--- src/rtl/coin_counter_ctrl.sv ---
// Coin beam sequencer: synchronises and debounces four coin beams, converts each
// debounced break into a coin event and keeps saturating cent/count totals.
module coin_counter_ctrl #(
    parameter int unsigned DEBOUNCE_CYCLES = 50000,
    parameter int unsigned SETTLE_CYCLES   = 500000,
    parameter int unsigned STUCK_CYCLES    = 5000000,
    parameter int unsigned TOTAL_W         = 32,
    parameter int unsigned CNT_W           = 16
) (
    input  logic               clock,
    input  logic               reset,
    input  logic               start,
    input  logic               clear,
    input  logic               io1,
    input  logic               io2,
    input  logic               io3,
    input  logic               io4,
    output logic [TOTAL_W-1:0] total_cents,
    output logic [CNT_W-1:0]   cnt_q,
    output logic [CNT_W-1:0]   cnt_d,
    output logic [CNT_W-1:0]   cnt_n,
    output logic [CNT_W-1:0]   cnt_p,
    output logic               coin_evt,
    output logic [5:0]         evt_value,
    output logic               running,
    output logic               fault
);

    localparam int unsigned DB_W = (DEBOUNCE_CYCLES > 1) ? $clog2(DEBOUNCE_CYCLES) : 1;
    localparam int unsigned SE_W = (SETTLE_CYCLES > 1) ? $clog2(SETTLE_CYCLES) : 1;
    localparam int unsigned SK_W = $clog2(STUCK_CYCLES + 1);

    localparam logic [DB_W-1:0] DB_LAST = DB_W'(DEBOUNCE_CYCLES - 1);
    localparam logic [SE_W-1:0] SE_LAST = SE_W'(SETTLE_CYCLES - 1);
    localparam logic [SK_W-1:0] SK_LAST = SK_W'(STUCK_CYCLES - 1);

    typedef enum logic [1:0] {IDLE, SETTLE, RUN, FAULT} state_t;

    state_t state, state_nx;

    logic [3:0]         beam_raw, sync1, sync2, stable, stable_d, brk, acc;
    logic [DB_W-1:0]    db_cnt [4];
    logic [SK_W-1:0]    stuck_cnt [4];
    logic [SE_W-1:0]    settle_cnt;
    logic               settle_done, stuck_hit;
    logic [5:0]         evt_sum;
    logic [TOTAL_W:0]   total_ext;
    logic [TOTAL_W-1:0] total_sat;
    logic [CNT_W-1:0]   cnt [4];

    // Bit i follows io(i+1): 0 = quarter, 1 = dime, 2 = nickel, 3 = penny
    assign beam_raw = {io4, io3, io2, io1};

    // Two-stage synchroniser, idles at the unbroken level
    always_ff @(posedge clock or posedge reset) begin
        if (reset) begin
            sync1 <= '1;
            sync2 <= '1;
        end else begin
            sync1 <= beam_raw;
            sync2 <= sync1;
        end
    end

    // Debounce: accept a new level once it has differed from stable for DEBOUNCE_CYCLES
    always_ff @(posedge clock or posedge reset) begin
        if (reset) begin
            stable   <= '1;
            stable_d <= '1;
            for (int unsigned i = 0; i < 4; i++) db_cnt[i] <= '0;
        end else begin
            stable_d <= stable;
            for (int unsigned i = 0; i < 4; i++) begin
                if (sync2[i] == stable[i]) begin
                    db_cnt[i] <= '0;
                end else if (db_cnt[i] == DB_LAST) begin
                    stable[i] <= sync2[i];
                    db_cnt[i] <= '0;
                end else begin
                    db_cnt[i] <= db_cnt[i] + DB_W'(1);
                end
            end
        end
    end

    // A break is seen one edge after stable falls; only RUN turns it into a coin
    assign brk = stable_d & ~stable;
    assign acc = (state == RUN) ? brk : 4'b0000;

    // Settle timer runs only while in SETTLE
    always_ff @(posedge clock or posedge reset) begin
        if (reset) begin
            settle_cnt <= '0;
        end else if (state == SETTLE && !settle_done) begin
            settle_cnt <= settle_cnt + SE_W'(1);
        end else begin
            settle_cnt <= '0;
        end
    end

    assign settle_done = (settle_cnt == SE_LAST);

    // Per-beam stuck timers measure continuous stable-broken time within RUN
    always_ff @(posedge clock or posedge reset) begin
        if (reset) begin
            for (int unsigned i = 0; i < 4; i++) stuck_cnt[i] <= '0;
        end else begin
            for (int unsigned i = 0; i < 4; i++) begin
                if (state == RUN && !stable[i]) stuck_cnt[i] <= stuck_cnt[i] + SK_W'(1);
                else                            stuck_cnt[i] <= '0;
            end
        end
    end

    // Any beam that has been broken for the full stuck window
    always_comb begin
        stuck_hit = 1'b0;
        for (int unsigned i = 0; i < 4; i++) begin
            if (!stable[i] && stuck_cnt[i] == SK_LAST) stuck_hit = 1'b1;
        end
    end

    // FSM state register
    always_ff @(posedge clock or posedge reset) begin
        if (reset) state <= IDLE;
        else       state <= state_nx;
    end

    // FSM next state and status outputs
    always_comb begin
        state_nx = state;
        running  = 1'b0;
        fault    = 1'b0;
        case (state)
            IDLE: begin
                if (start) state_nx = SETTLE;
            end
            SETTLE: begin
                if (!start)          state_nx = IDLE;
                else if (settle_done) state_nx = (&stable) ? RUN : FAULT;
            end
            RUN: begin
                running = 1'b1;
                if (!start)         state_nx = IDLE;
                else if (stuck_hit) state_nx = FAULT;
            end
            FAULT: begin
                fault = 1'b1;
                if (!start) state_nx = IDLE;
            end
            default: state_nx = IDLE;
        endcase
    end

    // Cent value of all coins accepted this cycle and the saturated new total
    always_comb begin
        evt_sum = 6'd0;
        if (acc[0]) evt_sum = evt_sum + 6'd25;
        if (acc[1]) evt_sum = evt_sum + 6'd10;
        if (acc[2]) evt_sum = evt_sum + 6'd5;
        if (acc[3]) evt_sum = evt_sum + 6'd1;
        total_ext = {1'b0, total_cents} + (TOTAL_W + 1)'(evt_sum);
        total_sat = total_ext[TOTAL_W] ? '1 : total_ext[TOTAL_W-1:0];
    end

    // Accumulators; clear takes priority over a coin in the same cycle
    always_ff @(posedge clock or posedge reset) begin
        if (reset) begin
            total_cents <= '0;
            coin_evt    <= 1'b0;
            evt_value   <= '0;
            for (int unsigned i = 0; i < 4; i++) cnt[i] <= '0;
        end else if (clear) begin
            total_cents <= '0;
            coin_evt    <= 1'b0;
            evt_value   <= '0;
            for (int unsigned i = 0; i < 4; i++) cnt[i] <= '0;
        end else if (|acc) begin
            total_cents <= total_sat;
            coin_evt    <= 1'b1;
            evt_value   <= evt_sum;
            for (int unsigned i = 0; i < 4; i++) begin
                if (acc[i] && cnt[i] != '1) cnt[i] <= cnt[i] + CNT_W'(1);
            end
        end else begin
            coin_evt <= 1'b0;
        end
    end

    assign cnt_q = cnt[0];
    assign cnt_d = cnt[1];
    assign cnt_n = cnt[2];
    assign cnt_p = cnt[3];

endmodule

--- config.mk ---
export PLATFORM = sky130hd
export DESIGN_NAME = coin_counter_ctrl
export DESIGN_NICKNAME = d
export VERILOG_FILES = /design/src/rtl/coin_counter_ctrl.sv
export SDC_FILE = /design/constraint.sdc
export NUM_CORES = 1
export LEC_CHECK = 0
export ABC_CLOCK_PERIOD_IN_PS = 10700
export CAP_MARGIN = 20
export CORE_MARGIN = 5
export CORE_UTILIZATION = 40
export CTS_BUF_LIST = sky130_fd_sc_hd__clkbuf_16
export CTS_CLUSTER_DIAMETER = 80
export DETAILED_ROUTE_END_ITERATION = 10
export PLACE_DENSITY_LB_ADDON = 0.08
export SLEW_MARGIN = 20
export SYNTH_ARGS = -nofsm -noshare
export SYNTH_HDL_FRONTEND = slang
export SYNTH_SLANG_ARGS = --single-unit
--- constraint.sdc ---
create_clock -name clock -period 10.7 [get_ports clock]
set_input_delay 2.14 -clock clock [delete_from_list [all_inputs] [get_ports clock]]
set_output_delay 2.14 -clock clock [all_outputs]
set_load 0.03 [all_outputs]
==> results.md, run 1 <==
* Result of the run: finished clean
* Count of endpoints failing hold in the final timing report at 0
* H-tree depth reported by CTS at 2
* Clk slew on worst S/H paths at 60 ps
* CTS tree: yes
* Tightest Pin Transition at 951 ps
* HPWL after DPL at 22.3 mm
* Overflow left after global routing at 0
* Clock buffer count from CTS at 36
* Final Max Tran Viols at 0
* Proportion of register bits with asynchronous set or reset after synthesis at 1.00
* Share of synthesized area occupied by flip-flops and latches at 0.508
* Switching power total at 505 uW
* Path class of the lowest-slack min-delay path: reg -> reg
* First-pass iteration count of the detailed router at 5
* Overall track demand over capacity in global routing at 0.162
* Worst setup path category: reg -> reg
* Fraction of final layout cells sized beyond drive strength 1 at 0.0630
* RSZ-0062 raised after global routing: false
* Wire length on met1 at 15.9 mm
* Flip-flop and latch count after synthesis at 296
* Top Ports at 113
* Number of vias after detailed routing at 11046
* Mapped Cells at 1507
* PostCTS Resize Cnt at 0
* Sum of negative setup slack at 0 ps
* Endpoint arrival time on the critical path at 4760 ps
* Maximum clock rate at 0.229 GHz
* Worst slew margin at 0.361
* Critical path capture point type: register
* Total setup buffers inserted after CTS at 0
* Most frequent cells in the layout: sky130_fd_sc_hd__nor2_1, sky130_fd_sc_hd__dfrtp_1, sky130_fd_sc_hd__xor2_1
* Pre-CTS worst setup slack at 5780 ps
* Combinational Power Share at 0.020
* Most frequent standard cell in the layout excluding fill and tap cells: sky130_fd_sc_hd__nor2_1
* WL met2 at 15.1 mm
* Antenna diodes at 0
* Final worst setup slack at 6340 ps
* Maximum capacitance violations at 0
* Startpoint of the most critical setup path: state[1]
* Cells along the critical path: nor3b_2 -> nand2_1 -> ha_1 -> o21ai_0 -> ha_1 -> nand4_1 -> xnor2_1 -> ha_1 -> nand2_1 -> a21oi_1 -> o31ai_2 -> buf_4 -> or2_0 -> a21oi_1 -> o221a_2
* Count of hold-fix buffers inserted at cts at 0
* Placer Congestion at 0.797
* Core area at 0.0363 mm^2
* Die area at 0.0405 mm^2
* Total placed instance area at 0.0162 mm^2
* Post-DR wirelength/cell at 15.5 um
* Prevailing post-synth register cell: sky130_fd_sc_hd__dfrtp_1
* Post-synth EDFFs at 0
* Worst Path Buf+Inv at 1
* Category of cells accounting for the largest share of critical-path delay: simple AND/OR/NAND/NOR gates
* Final cycle utilization of the critical path at 0.407
* Max FO, Critical Path at 19
* Switching fraction of total power at 0.217
* Net total in the final layout at 1657
* Startpoint of the lowest-slack hold path: sync1[1]
* Startpoint class of the critical path: register
* Number of inserted filler cells in the final layout at 3433
* Skew-Pair Late Insertion Delay at 510 ps
* Number of synthesis warnings at 0
* First-iteration detailed-routing DRC count at 552
* Detail Route Antenna Nets at 0
* Setup violators final at 0
* Number of remaining DRC errors at 0
* Unique masters post-synth at 66
* Routed wl met3 at 1.19 mm
* TritonCTS sink count at 296
* Count of standard-cell rows at 70
* Final std cell area, no fill at 0.0174 mm^2
* Crit Reg-Reg Startpoint: state[1]
* Port bufs at 112
* Power density normalized to cell area at 134 mW/mm^2
* Nets in the synthesized netlist at 1539
* Internal Dissipation at 1.82 mW
* First-pass GRT wire length at 56.3 mm
* Crit-path slowest cell: sky130_fd_sc_hd__or2_0
* Peak ir drop on the vdd network at 0.122 mV
* Number of global-route vias before repair at 10837
* Post-synthesis cell area at 0.0146 mm^2
* Peak per-stage delay on the critical path at 570 ps
* Via-to-Cell Ratio at 5.21
* Final period demand of the worst path at 4360 ps
* Data required, critical path at 11100 ps
* Number of antenna violations at the first check in global routing at 0
* Highest metal layer with signal wires: met4
* Total Wirelength at 32.9 mm
* Library cell appearing most often on the critical path: sky130_fd_sc_hd__ha_1
* Total power of the final layout at 2.33 mW
* Pin count of the biggest net entering global routing at 112
* Horizontal die dimension at 201 um
* Clock tree root buffer cell: sky130_fd_sc_hd__clkbuf_16
* Area Growth Syn to Fin at 18.7%
* Relative contribution of the clock network to total power at 0.494
* Vert. Die Dim at 201 um
* Post-Route Utilization at 0.478
* Sequential group share of total power at 0.487
* Max Clock Skew at 12.1 ps
* Mean post-synth cell area at 9.71 um^2
* P_leak at 7.08 nW
* Initial core utilization at 0.403
* Number of buffers on the longest clock path at 3
power groups by stage:
stage / Sequential, mW / Combinational (mW) / Clock (mW)
5_1_grt: 1.13 / 0.0553 / 1.24
4_1_cts: 1.13 / 0.0493 / 1.19
3_5_place_dp: 1.15 / 0.0494 / 0
2_1_floorplan: 1.15 / 0.0334 / 0
3_3_place_gp: 1.15 / 0.0491 / 0
6_report: 1.13 / 0.0461 / 1.15
per-layer routing:
layer,up-vias,global-route usage
met5,-,0
met2,137,0.262
li1,5458,-
met1,5402,0.229
met3,49,0.0276
met4,0,0.0391
synthesized netlist by cell type, types with 8 or more instances:
master                     count  area share
sky130_fd_sc_hd__and2_1       11      0.0047
sky130_fd_sc_hd__xor2_1      133       0.080
sky130_fd_sc_hd__nor4_1       15      0.0064
sky130_fd_sc_hd__a21oi_1      36       0.012
sky130_fd_sc_hd__clkbuf_1     30      0.0077
sky130_fd_sc_hd__nor3_1       51       0.017
sky130_fd_sc_hd__nand4_1      68       0.029
sky130_fd_sc_hd__and3_1       51       0.022
sky130_fd_sc_hd__o21ai_0      19      0.0065
sky130_fd_sc_hd__dfrtp_1     280        0.48
sky130_fd_sc_hd__and4_1       21       0.013
sky130_fd_sc_hd__inv_1        36      0.0092
sky130_fd_sc_hd__nor4b_1       8      0.0048
sky130_fd_sc_hd__nand2b_1     10      0.0043
sky130_fd_sc_hd__ha_1         23       0.020
sky130_fd_sc_hd__dfstp_2      16       0.029
sky130_fd_sc_hd__or3_1        10      0.0043
sky130_fd_sc_hd__nand2_1     109       0.028
sky130_fd_sc_hd__nand3_1      90       0.031
sky130_fd_sc_hd__xnor2_1      83       0.050
sky130_fd_sc_hd__a311oi_1     11      0.0066
sky130_fd_sc_hd__nor2_1      298       0.076
registers in the layout, indices dropped and copies added, names as in the netlist, 4 cells and up:
name	flops
cnt_p	16
cnt_d	16
stuck_cnt	92
sync1	4
sync2	4
total_cents	32
cnt_n	16
cnt_q	16
evt_value	6
stable_d	4
settle_cnt	19
stable	4
db_cnt	64
kinds of logic after synthesis:
| kind of cell | after synthesis | share of synthesized area |
|---|---|---|
| AND/OR/NAND/NOR | 780 | 0.266 |
| XOR/XNOR | 216 | 0.129 |
| AO/OA/AOI/OAI | 105 | 0.0482 |
| multiplexers | 12 | 0.00864 |
| flip-flops | 296 | 0.508 |
| buffers and inverters | 74 | 0.0195 |
| adder cells (fa/ha/maj) | 24 | 0.0210 |
final timing paths:
path                                       end  slack (ps)  cells after the start
worst max-delay path            total_cents[7]        6340                     15
worst min-delay path                  sync2[1]         350                      0
worst max register to register  total_cents[7]        6340                     15
worst min register to register        sync2[1]         350                      0
max in group asynchronous        stuck_cnt[82]        6510                      4
min in group asynchronous             cnt_p[9]        2180                      2
stage by stage:
step	std cells	hold slack, ps
after floorplan	1507	345
after global placement	2055	347
after detailed placement	2055	348
after CTS	2120	351
after global routing	2120	354
final	2120	350
area by class of cell:
type                            count  area, um^2  share of cell area
Sequential cell                   296        7430               0.428
Multi-Input combinational cell   1137        6920               0.398
Timing Repair Buffer              118        1170              0.0672
Clock buffer                       38         951              0.0548
Tap cell                          468         586              0.0337
Clock inverter                     27         175              0.0101
Inverter                           36         143             0.00821
Note: power is estimated with default switching activity, not from simulation.
==> run 2, diff against run 1 <==
--- a/config.mk
+++ b/config.mk
@@ -5,7 +5,7 @@
 export SDC_FILE = /design/constraint.sdc
 export NUM_CORES = 1
 export LEC_CHECK = 0
-export ABC_CLOCK_PERIOD_IN_PS = 10700
+export ABC_CLOCK_PERIOD_IN_PS = 3500
 export CAP_MARGIN = 20
 export CORE_MARGIN = 5
 export CORE_UTILIZATION = 40
==> constraint.sdc (replaced) <==
create_clock -name clock -period 3.5 [get_ports clock]
set_input_delay 0.7 -clock clock [delete_from_list [all_inputs] [get_ports clock]]
set_output_delay 0.7 -clock clock [all_outputs]
set_load 0.03 [all_outputs]
==> run 2 against run 1 <==
Flip-flop and latch count did not move. Register-to-register slack lost 6300 ps. Final cell count increased by 2.4%. Clock-buffer cell count down 1. Critical path type unchanged. Critical endpoint is now total_cents[23]. Largest power group unchanged.
==> results.md, run 2 (synthesized netlist as in run 1, its figures left out) <==
* Result of the run: finished clean
* Power density normalized to cell area at 397 mW/mm^2
* Peak per-stage delay on the critical path at 440 ps
* Final period demand of the worst path at 3470 ps
* First-pass iteration count of the detailed router at 4
* P_leak at 7.41 nW
* CTS tree: yes
* Worst slew margin at 0.397
* Maximum clock rate at 0.288 GHz
* First-iteration detailed-routing DRC count at 586
* Largest register FFs at 92
* Most frequent standard cell in the layout excluding fill and tap cells: sky130_fd_sc_hd__nor2_1
* Final Hold Slack at 354 ps
* Number of global-route vias before repair at 10970
* Clk slew on worst S/H paths at 60 ps
* Port bufs at 112
* Max Clock Skew at 13.1 ps
* H-tree depth reported by CTS at 2
* Final Max Tran Viols at 0
* Maximum capacitance violations at 0
* Cells along the critical path: and4bb_2 -> ha_4 -> o21ai_4 -> ha_4 -> mux2_4 -> ha_4 -> nand3_4 -> a2111oi_4 -> buf_4 -> o211a_4 -> o21bai_1 -> a21oi_1 -> a211oi_1
* Register with the highest flop count: stuck_cnt
* Count of hold-fix buffers inserted at cts at 0
* Worst Path Buf+Inv at 1
* Area Growth Syn to Fin at 23.6%
* Final cycle utilization of the critical path at 0.992
* First-pass GRT wire length at 57.1 mm
* Number of buffers on the longest clock path at 3
* Post-DR wirelength/cell at 15.7 um
* Number of inserted filler cells in the final layout at 3372
* Number of antenna violations at the first check in global routing at 0
* Critical path capture point type: register
* Post-Route Utilization at 0.498
* Clock buffer count from CTS at 37
* Antenna diodes at 0
* Data required, critical path at 3930 ps
* Clock tree root buffer cell: sky130_fd_sc_hd__clkbuf_16
* Max FO, Critical Path at 6
* Category of cells accounting for the largest share of critical-path delay: compound AO/OA/AOI/OAI gates
* Setup violators final at 0
* Tightest Pin Transition at 905 ps
* Initial core utilization at 0.403
* Horizontal die dimension at 201 um
* Net total in the final layout at 1707
* Peak ir drop on the vdd network at 0.341 mV
* Library cell appearing most often on the critical path: sky130_fd_sc_hd__ha_4
* Overall track demand over capacity in global routing at 0.164
* Number of remaining DRC errors at 0
* Vert. Die Dim at 201 um
* Skew-Pair Late Insertion Delay at 530 ps
* Detail Route Antenna Nets at 0
* Pin count of the biggest net entering global routing at 137
* Worst setup path category: reg -> reg
* Fraction of final layout cells sized beyond drive strength 1 at 0.116
* HPWL after DPL at 23.0 mm
* Number of vias after detailed routing at 11157
* Crit-path slowest cell: sky130_fd_sc_hd__dfrtp_2
* Largest registers: stuck_cnt (92), db_cnt (64), total_cents (32)
* Path class of the lowest-slack min-delay path: reg -> reg
* Endpoint arrival time on the critical path at 3900 ps
* Via-to-Cell Ratio at 5.14
* Top Ports at 113
* Core area at 0.0363 mm^2
* TritonCTS sink count at 296
* Die area at 0.0405 mm^2
* Startpoint class of the critical path: register
* RSZ-0062 raised after global routing: true
* Count of standard-cell rows at 70
* Overflow left after global routing at 0
* Placer Congestion at 0.783
* Most frequent cells in the layout: sky130_fd_sc_hd__nor2_1, sky130_fd_sc_hd__dfrtp_1, sky130_fd_sc_hd__xor2_1
* Count of endpoints failing hold in the final timing report at 0
* Total Wirelength at 34.0 mm
[run 2: timing repair]
action / CTS / global route
setup buffers: 4 / 6
setup endpoints to repair: 15 / 32
resized for setup: 23 / 34
hold endpoints to repair: 0 / 0
pin swaps: 14 / 26
[run 2: report_power, final]
part	leakage (nW)	internal, mW	switching [mW]
logic	2.74	0.0336	0.115
registers	4.06	3.45	0.0179
clock network	0.602	2.08	1.49
[run 2: cell type report]
| cell class | instances | area (um^2) | area share |
|---|---|---|---|
| clock buffers | 37 | 926 | 0.0512 |
| clock inverters | 30 | 200 | 0.0111 |
| inverters | 36 | 139 | 0.00768 |
| multi-input cells | 1137 | 7230 | 0.400 |
| flip-flops and latches | 296 | 7430 | 0.411 |
| well taps | 468 | 586 | 0.0324 |
| repair buffers | 167 | 1580 | 0.0872 |
[run 2: routing by layer]
layer / routed length [um] / track usage / vias to the layer above / share of wire
met4: 580 / 0.0386 / 0 / 0.017
li1: - / - / 5544 / -
met3: 1180 / 0.0290 / 43 / 0.035
met1: 16200 / 0.233 / 5427 / 0.48
met5: 0 / 0 / - / 0
met2: 16100 / 0.266 / 143 / 0.47
[run 2: final timing paths]
path                                from               to  slack (ps)  cells after the start
worst min-delay path            sync1[3]         sync2[3]         350                      0
worst max-delay path            state[0]  total_cents[23]          30                     13
worst min register to register  sync1[3]         sync2[3]         350                      0
min in group asynchronous          reset        cnt_n[14]         430                      2
worst max register to register  state[0]  total_cents[23]          30                     13
max in group asynchronous          reset       db_cnt[36]        2080                      3
[run 2: through the flow]
step | setup TNS [ps] | instance area [um^2] | instances | power, mW | worst slack [ps]
6_report | 0 | 18100 | 2171 | 7.18 | 27.4
3_3_place_gp | -18.7 | 16600 | 2094 | 3.68 | -18.7
3_5_place_dp | -625 | 16600 | 2094 | 3.68 | -125
2_1_floorplan | -314140 | 14600 | 1507 | 3.63 | -1120
5_1_grt | -951 | 18100 | 2171 | 7.46 | -117
4_1_cts | -32.9 | 17900 | 2165 | 7.31 | -16.5
==> run 3, diff against run 2 <==
--- a/config.mk
+++ b/config.mk
@@ -12,6 +12,7 @@
 export CTS_BUF_LIST = sky130_fd_sc_hd__clkbuf_16
 export CTS_CLUSTER_DIAMETER = 80
 export DETAILED_ROUTE_END_ITERATION = 10
+export MAX_ROUTING_LAYER = met4
 export PLACE_DENSITY_LB_ADDON = 0.08
 export SLEW_MARGIN = 20
 export SYNTH_ARGS = -nofsm -noshare
==> run 3 against run 2 <==
Final cell count is the same. First-iteration DRC count grew 5.6%. Clock-buffer cell count is the same. Global-route usage grew 0.50 points. Non-clock buffer count is the same. Register-to-register slack is essentially flat. Worst hold slack is essentially flat. Total power is essentially flat. Fmax is essentially flat. Via count grew 0.15%. Critical path type unchanged. Cell area is the same. Combinational power is essentially flat.
==> results.md, run 3 (synthesized netlist as in run 1, its figures left out) <==
* Result of the run: finished clean
* Overflow left after global routing at 0
* Peak ir drop on the vdd network at 0.341 mV
* Endpoint arrival time on the critical path at 3900 ps
* Largest register FFs at 92
* Library cell appearing most often on the critical path: sky130_fd_sc_hd__ha_4
* Area Growth Syn to Fin at 23.6%
* Crit Reg-Reg Startpoint: state[0]
* Post-Route Utilization at 0.498
* Clock tree root buffer cell: sky130_fd_sc_hd__clkbuf_16
* Initial core utilization at 0.403
* Net total in the final layout at 1707
* Overall track demand over capacity in global routing at 0.169
* RSZ-0062 raised after global routing: true
* Peak per-stage delay on the critical path at 440 ps
* TritonCTS sink count at 296
* Pre-CTS worst setup slack at -125 ps
* Path class of the lowest-slack min-delay path: reg -> reg
* Startpoint class of the critical path: register
* Maximum clock rate at 0.288 GHz
* Data required, critical path at 3930 ps
* H-tree depth reported by CTS at 2
* Cells along the critical path: and4bb_2 -> ha_4 -> o21ai_4 -> ha_4 -> mux2_4 -> ha_4 -> nand3_4 -> a2111oi_4 -> buf_4 -> o211a_4 -> o21bai_1 -> a21oi_1 -> a211oi_1
* Placer Congestion at 0.794
* Core area at 0.0363 mm^2
* Most frequent standard cell in the layout excluding fill and tap cells: sky130_fd_sc_hd__nor2_1
* Largest registers: stuck_cnt (92), db_cnt (64), total_cents (32)
* Max Clock Skew at 12.2 ps
* Most frequent cells in the layout: sky130_fd_sc_hd__nor2_1, sky130_fd_sc_hd__dfrtp_1, sky130_fd_sc_hd__xor2_1
* Count of hold-fix buffers inserted at cts at 0
* Via-to-Cell Ratio at 5.15
* Worst Path Buf+Inv at 1
* Number of global-route vias before repair at 10958
* Fraction of final layout cells sized beyond drive strength 1 at 0.116
* Crit-path slowest cell: sky130_fd_sc_hd__dfrtp_2
* Skew-Pair Late Insertion Delay at 520 ps
* Number of antenna violations at the first check in global routing at 0
* Port bufs at 112
* Post-DR wirelength/cell at 15.7 um
* Final period demand of the worst path at 3470 ps
* Pin count of the biggest net entering global routing at 137
* Setup violators final at 0
* Final Max Tran Viols at 0
* First-pass iteration count of the detailed router at 4
* Count of standard-cell rows at 70
* Clk slew on worst S/H paths at 60 ps
* Count of endpoints failing hold in the final timing report at 0
* Category of cells accounting for the largest share of critical-path delay: compound AO/OA/AOI/OAI gates
* Total placed instance area at 0.0166 mm^2
* P_leak at 7.41 nW
* Vert. Die Dim at 201 um
* Maximum capacitance violations at 0
* Number of vias after detailed routing at 11174
* Horizontal die dimension at 201 um
* Max FO, Critical Path at 6
* Reg2reg end: total_cents[23]
* Die area at 0.0405 mm^2
* Power density normalized to cell area at 397 mW/mm^2
* Number of buffers on the longest clock path at 3
* Tightest Pin Transition at 907 ps
* Total power of the final layout at 7.18 mW
* First-iteration detailed-routing DRC count at 619
* HPWL after DPL at 23.0 mm
* Worst slew margin at 0.396
* Instance count along the most critical hold path at 0
* Final worst setup slack at 26.5 ps
* First-pass GRT wire length at 57.1 mm
* Number of remaining DRC errors at 0
* Final cycle utilization of the critical path at 0.992
* Detail Route Antenna Nets at 0
* Startpoint of the lowest-slack hold path: sync1[3]
* Final std cell area, no fill at 0.0181 mm^2
* Reg-to-reg setup timing slack at 30 ps
* Register with the highest flop count: stuck_cnt
* Total Wirelength at 34.0 mm
* Worst-case reg-to-reg path depth at 13
* CTS tree: yes
* Antenna diodes at 0
* Clock buffer count from CTS at 37
* Top Ports at 113
* Worst hold path endpoint: sync2[3]
* Worst setup path category: reg -> reg
* Critical path capture point type: register
[run 3: cell counts in the layout (fill, tap and decap cells not counted)]
Identical to the previous run, type by type.
[run 3: timing repair]
action / 4_1_cts / 5_1_grt
pin swaps: 14 / 26
endpoints found under the setup margin: 15 / 32
cloned: 0 / 0
resized for setup: 23 / 34
setup buffers: 4 / 6
[run 3: through the flow]
step	setup TNS, ps	hold WS (ps)	std cells
CTS	-32.9	355	2165
finish	0	354	2171
global placement	-18.7	348	2094
global route	-806	357	2171
detailed placement	-625	347	2094
floorplan	-314140	345	1507
[run 3: how the worst max path moves through the flow]
stage | startpoint | slack [ps] | cells past startpoint | endpoint
detailed placement | state[0] | -120 | 13 | total_cents[23]
floorplan | reset | -1120 | 1 | cnt_d[0]
global placement | state[0] | -20 | 13 | total_cents[23]
finish | state[0] | 30 | 13 | total_cents[23]
CTS | state[0] | -20 | 14 | total_cents[23]
global route | state[0] | -110 | 16 | total_cents[23]
[run 3: area by class of cell]
cell class / instances / area (um^2)
clock buffers: 37 / 926
clock inverters: 30 / 200
fillers: 3372 / 18300
inverters: 36 / 139
multi-input cells: 1137 / 7230
flip-flops and latches: 296 / 7430
well taps: 468 / 586
repair buffers: 167 / 1580
[run 3: worst register-to-register path, delay by kind of cell (launching register included)]
kind,cells,cell delay (ps)
AOI/OAI and AO/OA,6,1240
DFF,1,440
adders and majority gates,3,730
buffers and inverters,1,210
and+or+nand+nor,2,450
muxes,1,300
[run 3: power by group]
part | switching (mW) | internal (mW)
Sequential | 0.0178 | 3.45
Combinational | 0.115 | 0.0336
Clock | 1.49 | 2.08
[run 3: layer usage]
metal	part of all wire	vias to the layer above	GRT usage
li1	-	5546	-
met1	0.47	5440	0.233
met2	0.47	144	0.265
met3	0.036	44	0.0295
met4	0.017	0	0.0386
met5	0	-	-
